===== src/rtl/cpu_dbg_pkg.sv =====
// cpu_dbg_pkg
//   Shared constants for the debug-build CPU clock controller.
//   The state encoding is exported so the display and debug logic can
//   decode cpu_clk_ctrl.state_o without duplicating the numbers.
package cpu_dbg_pkg;

  localparam int unsigned STATE_W = 2;

  localparam logic [STATE_W-1:0] ST_IDLE = 2'd0;
  localparam logic [STATE_W-1:0] ST_STEP = 2'd1;
  localparam logic [STATE_W-1:0] ST_RUN  = 2'd2;
  localparam logic [STATE_W-1:0] ST_HALT = 2'd3;

endpackage


===== src/rtl/cpu_clk_ctrl_key_debounce.sv =====
// key_debounce
//   Two-flop synchronizer plus debounce counter for an active-low push
//   button. The debounced level only changes after DEBOUNCE_CYCLES
//   consecutive synchronized samples disagree with it; a press pulse is
//   produced for the released->pressed (1->0) transition only.
//
// Ports:
//   clk      in   board clock
//   rst      in   asynchronous active-low reset
//   key_n_i  in   raw button, active-low, asynchronous to clk
//   level_o  out  debounced key level (1 = released)
//   press_o  out  one-clk pulse, registered, on each debounced press
module key_debounce
  import cpu_dbg_pkg::*;
#(
  parameter int unsigned DEBOUNCE_CYCLES = 1000000
) (
  input  logic clk,
  input  logic rst,
  input  logic key_n_i,
  output logic level_o,
  output logic press_o
);

  // Wide enough to hold DEBOUNCE_CYCLES itself.
  localparam int unsigned CNT_W = $clog2(DEBOUNCE_CYCLES + 1);

  logic             sync1_q;
  logic             sync2_q;
  logic             level_q;
  logic             level_d;
  logic [CNT_W-1:0] cnt_q;
  logic [CNT_W-1:0] cnt_d;
  logic             press_q;
  logic             press_d;

  always_comb begin
    level_d = level_q;
    cnt_d   = '0;
    press_d = 1'b0;
    if (sync2_q != level_q) begin
      // The increment that would reach DEBOUNCE_CYCLES flips the level
      // instead, so the counter never actually stores that value.
      if (cnt_q == CNT_W'(DEBOUNCE_CYCLES - 1)) begin
        level_d = sync2_q;
        press_d = ~sync2_q;
      end else begin
        cnt_d = cnt_q + CNT_W'(1);
      end
    end
  end

  always_ff @(posedge clk or negedge rst) begin
    if (!rst) begin
      sync1_q <= 1'b1;
      sync2_q <= 1'b1;
      level_q <= 1'b1;
      cnt_q   <= '0;
      press_q <= 1'b0;
    end else begin
      sync1_q <= key_n_i;
      sync2_q <= sync1_q;
      level_q <= level_d;
      cnt_q   <= cnt_d;
      press_q <= press_d;
    end
  end

  assign level_o = level_q;
  assign press_o = press_q;

endmodule


===== src/rtl/cpu_clk_ctrl.sv =====
// cpu_clk_ctrl
//   Produces the slow CPU clock for the FPGA debug build. In single-step
//   mode every debounced button press issues one tick; in free-run mode a
//   tick is issued every DIV clk cycles. A halt request from the core
//   freezes ticking until a press arrives with the request deasserted.
//   Each tick raises cpu_clk_o for HIGH_CYCLES cycles and bumps the
//   32-bit tick counter.
//
// Ports:
//   clk          in   board clock
//   rst          in   asynchronous active-low reset
//   key_n        in   step button, active-low, asynchronous
//   mode_run     in   1 = free-run, 0 = single-step, asynchronous
//   halt_i       in   core halt request, synchronous level
//   cpu_clk_o    out  registered CPU clock
//   tick_o       out  one-clk pulse with each cpu_clk_o rising edge
//   cycle_cnt_o  out  ticks issued since reset (wraps)
//   state_o      out  FSM state (see cpu_dbg_pkg)
module cpu_clk_ctrl
  import cpu_dbg_pkg::*;
#(
  parameter int unsigned DIV             = 25000000,
  parameter int unsigned HIGH_CYCLES     = 12500000,
  parameter int unsigned DEBOUNCE_CYCLES = 1000000
) (
  input  logic        clk,
  input  logic        rst,
  input  logic        key_n,
  input  logic        mode_run,
  input  logic        halt_i,
  output logic        cpu_clk_o,
  output logic        tick_o,
  output logic [31:0] cycle_cnt_o,
  output logic [1:0]  state_o
);

  localparam int unsigned DIV_W = $clog2(DIV);
  localparam int unsigned HI_W  = $clog2(HIGH_CYCLES + 1);

  logic               key_press;
  logic               key_level_unused;  // level is exported for debug taps only

  logic               mode_sync1_q;
  logic               mode_sync2_q;

  logic [STATE_W-1:0] state_q;
  logic [STATE_W-1:0] state_d;
  logic [DIV_W-1:0]   div_cnt_q;
  logic [DIV_W-1:0]   div_cnt_d;
  logic [HI_W-1:0]    high_cnt_q;
  logic [HI_W-1:0]    high_cnt_d;
  logic               cpu_clk_q;
  logic               cpu_clk_d;
  logic               tick_q;
  logic               tick_d;
  logic [31:0]        cycle_cnt_q;
  logic [31:0]        cycle_cnt_d;

  key_debounce #(
    .DEBOUNCE_CYCLES(DEBOUNCE_CYCLES)
  ) u_key_debounce (
    .clk     (clk),
    .rst     (rst),
    .key_n_i (key_n),
    .level_o (key_level_unused),
    .press_o (key_press)
  );

  always_comb begin
    state_d   = state_q;
    div_cnt_d = div_cnt_q;
    tick_d    = 1'b0;

    case (state_q)
      ST_IDLE: begin
        state_d = mode_sync2_q ? ST_RUN : ST_STEP;
      end
      ST_STEP: begin
        if (halt_i) begin
          state_d = ST_HALT;
        end else if (mode_sync2_q) begin
          state_d   = ST_RUN;
          div_cnt_d = '0;
        end else if (key_press && !cpu_clk_q) begin
          // A press during a high phase is dropped, not queued.
          tick_d = 1'b1;
        end
      end
      ST_RUN: begin
        // Halt has priority over both the mode switch and a due tick.
        if (halt_i) begin
          state_d   = ST_HALT;
          div_cnt_d = '0;
        end else if (!mode_sync2_q) begin
          state_d   = ST_STEP;
          div_cnt_d = '0;
        end else begin
          tick_d    = (div_cnt_q == '0);
          div_cnt_d = (div_cnt_q == DIV_W'(DIV - 1)) ? '0 : div_cnt_q + DIV_W'(1);
        end
      end
      ST_HALT: begin
        if (key_press && !halt_i) begin
          state_d   = mode_sync2_q ? ST_RUN : ST_STEP;
          div_cnt_d = '0;
        end
      end
      default: begin
        state_d = ST_IDLE;
      end
    endcase

    // High phase: load HIGH_CYCLES-1 with the tick and count down; the
    // clock drops on the cycle after the counter has reached zero.
    cpu_clk_d  = cpu_clk_q;
    high_cnt_d = high_cnt_q;
    if (tick_d) begin
      cpu_clk_d  = 1'b1;
      high_cnt_d = HI_W'(HIGH_CYCLES - 1);
    end else if (cpu_clk_q) begin
      if (high_cnt_q == '0) begin
        cpu_clk_d = 1'b0;
      end else begin
        high_cnt_d = high_cnt_q - HI_W'(1);
      end
    end

    cycle_cnt_d = tick_d ? cycle_cnt_q + 32'd1 : cycle_cnt_q;
  end

  always_ff @(posedge clk or negedge rst) begin
    if (!rst) begin
      mode_sync1_q <= 1'b0;
      mode_sync2_q <= 1'b0;
      state_q      <= ST_IDLE;
      div_cnt_q    <= '0;
      high_cnt_q   <= '0;
      cpu_clk_q    <= 1'b0;
      tick_q       <= 1'b0;
      cycle_cnt_q  <= '0;
    end else begin
      mode_sync1_q <= mode_run;
      mode_sync2_q <= mode_sync1_q;
      state_q      <= state_d;
      div_cnt_q    <= div_cnt_d;
      high_cnt_q   <= high_cnt_d;
      cpu_clk_q    <= cpu_clk_d;
      tick_q       <= tick_d;
      cycle_cnt_q  <= cycle_cnt_d;
    end
  end

  assign cpu_clk_o   = cpu_clk_q;
  assign tick_o      = tick_q;
  assign cycle_cnt_o = cycle_cnt_q;
  assign state_o     = state_q;

endmodule


===== config.mk =====
export PLATFORM = sky130hd
export DESIGN_NAME = cpu_clk_ctrl
export DESIGN_NICKNAME = d
export VERILOG_FILES = /design/src/rtl/cpu_dbg_pkg.sv /design/src/rtl/cpu_clk_ctrl_key_debounce.sv /design/src/rtl/cpu_clk_ctrl.sv
export SDC_FILE = /design/constraint.sdc
export NUM_CORES = 1
export LEC_CHECK = 0
export BUFFER_PORTS_ARGS = -buffer_cell sky130_fd_sc_hd__buf_4
export CAP_MARGIN = 15
export CORE_MARGIN = 1.5
export CORE_UTILIZATION = 40
export CTS_CLUSTER_DIAMETER = 150
export CTS_CLUSTER_SIZE = 28
export DETAILED_ROUTE_END_ITERATION = 10
export GPL_ROUTABILITY_DRIVEN = 0
export PLACE_DENSITY = 0.69
export SYNTH_ARGS = -nofsm -noshare
export SYNTH_HDL_FRONTEND = slang
export SYNTH_SLANG_ARGS = --single-unit

===== constraint.sdc =====
create_clock -name clk -period 5.3 [get_ports clk]
set_clock_uncertainty 0.15 [all_clocks]
set_input_delay 0 -clock clk [delete_from_list [all_inputs] [get_ports clk]]
set_output_delay 0 -clock clk [all_outputs]
set_load 0.1 [all_outputs]

==> flow_summary.ini <==
[status]
status = finished clean

[detailed_routing]
remaining_drc_errors = 0
drt_iter0_markers = 294
routedWlPerCell_um = 14.4
via_per_inst = 5.40
ant_nets = 0
routed_wl_um = 11300
dr.pass1.iters = 7
via_count = 4209

[synthesis]
synth-async-reset-ratio_pct = 100
yosysTopAreaCell = dfrtp_1
synth.distinct_cells = 51
ys.flop_type = dfrtp_1
synth_top_area_share_pct = 48.5
synth_cells = 554
syn_nets = 569
synth_edf_count = 0
synth_common_cells = 108 x dfrtp_1, 67 x nand2_1, 61 x nor2_1, 44 x xnor2_1, 40 x xor2_1
yosys-top-cells-area = dfrtp_1 48%, xnor2_1 6.9%, xor2_1 6.3%
yosysSeqAreaShare_pct = 49.9
avgSynthCellArea_um2 = 10.1
yosysMostFrequentCell = dfrtp_1
syn_area_um2 = 5580
synth_seq_cells = 111
yosys_warnings = 0

[die]
ios = 41
coreArea_um2 = 13400
die_w_um = 121
dieArea_um2 = 14700
rows = 42
die_height_um = 121
initial_utilization_pct = 41.6

[sta]
whs_ns = 0.128
finalHoldViolCount = 0
fin_setup_tns_ns = 0
fin_ws_ns = 2.31
slew_viol_final = 0
slew_headroom_pct = 47.8
rsz0062_at_grt = no
period_minus_slack_ns = 2.99
fmax_ghz = 0.334
fin_crit_sh_pct = 56.5
tightestPinTransition_ns = 0.783
setup_viol = 0

[power_and_ir_drop]
fin_total_pwr_mw = 2.28
cellLeakagePower_nw = 2.67
cellPowerDensity_nw_per_um2 = 358
peakVddDrop_mv = 0.243

[global_routing]
grt_max_degree = 63
grt_use_met2_pct = 29.1
grt.met1_usage_pct = 20.2
grt-ovfl-total = 0
grt_usage_pct = 16.5
grt_pass1_wl_um = 19700
met3_usage_pct = 4.09
antenna_found_initial = 0
busiest_layer = met2
grt_pass1_vias = 4141

[clock_network]
htreeDepth = 3
cts_buffer_depth = 2
cts_resized = 0
post-cts-setup-buffer-count = 0
cts_hold_buf = 4
clk_pin_slew_worst_paths_ns = 0.08
clock-sinks = 111
cts_tree = built
clockRootBuffer = clkbuf_16
clk_latency_ns = 0.35
cts_made_buffers = 9

[layout]
nNetsFinal = 613
n_fill_cell = 1242
drive_above_1_share_pct = 14.1
final_cell_count_no_fill = 779
final_cell_area_um2 = 6380
ff_latch_area_um2 = 2780
syn2layout_area_growth_pct = 14.4
multi_input_area_um2 = 2670
antenna_cells = 0
fin_util_pct = 47.6

[placement]
dpl_worst_slack_ns = 2.30
dp_hpwl_um = 7730
place_area_um2 = 6030
placed_cells = 759
numPortBuffers = 40

[setup_path]
r2r_slack_ns = 2.31
cp-end-kind = register
start_kind = register
path_max_fanout = 35
crit_required_ns = 5.39
critPathArrivalTime_ns = 3.08
crit_type = register to register

[hold_path]
hp-class = input port to asynchronous set/reset pin

[run]
drv_cap = 0
[worst max-delay path: stages (launching register included)]
cell	delay [ns]
dfrtp_1	0.43
inv_1	0.11
ha_1	0.21
and3b_1	0.26
nand3_1	0.09
or4_1	0.50
and2_1	0.17
buf_4	0.27
clkinv_2	0.32
nand4_1	0.17
xnor2_1	0.17
[final timing paths]
| check | to | cells after the start | startpoint |
|---|---|---|---|
| worst max-delay path | cycle_cnt_o[24] | 10 | state_o[0] |
| worst min-delay path | div_cnt_q[13] | 2 | rst |
| worst max register to register | cycle_cnt_o[24] | 10 | state_o[0] |
| worst min register to register | u_key_debounce.sync2_q | 0 | u_key_debounce.sync1_q |
| max in group asynchronous | mode_sync2_q | 3 | rst |
| min in group clk | mode_sync1_q | 2 | mode_run |
[metal layers]
metal  wire length, um  part of all wire (%)
met4               125                   1.1
met3               482                   4.3
met1              4950                    44
met5                 0                     0
met2              5690                    51
[report_power, final]
group	internal (mW)	switching (mW)
Combinational	0.172	0.390
Sequential	0.925	0.0984
Clock	0.382	0.312
[flip-flops by register name, indices dropped and copies added (netlist names), 2 cells and up]
register,flops
u_key_debounce.cnt_q,20
cycle_cnt_o,32
state_o,2
high_cnt_q,24
div_cnt_q,25
[cells in the final DEF (no fill, tap or decap), drive strengths merged, types with 9 or more instances in the layout]
cell      n
buf      42
ha       10
a21oi     9
clkbuf   10
nand4    32
dfrtp   108
and3     11
nor3     29
nand2    67
xnor2    44
inv      13
xor2     40
nor4     16
o21ai    16
nand3    27
nor2     61
[cell families after synthesis]
group	Yosys count	synth area share (%)
AO/OA/AOI/OAI	37	4.47
XOR/XNOR	84	13.2
adder cells (fa/ha/maj)	10	2.24
buffers and inverters	25	2.29
flip-flops	111	49.9
multiplexers	3	0.606
AND/OR/NAND/NOR	284	27.3
[cell type report]
type / count / area share [%]
clock buffer: 10 / 3.75
inverter: 12 / 0.726
clock inverter: 6 / 1.06
sequential: 111 / 43.6
tap: 176 / 3.45
multi-input combinational: 418 / 41.8
timing repair buffer: 46 / 5.57
No activity file was read; power rests on OpenSTA's default activity.
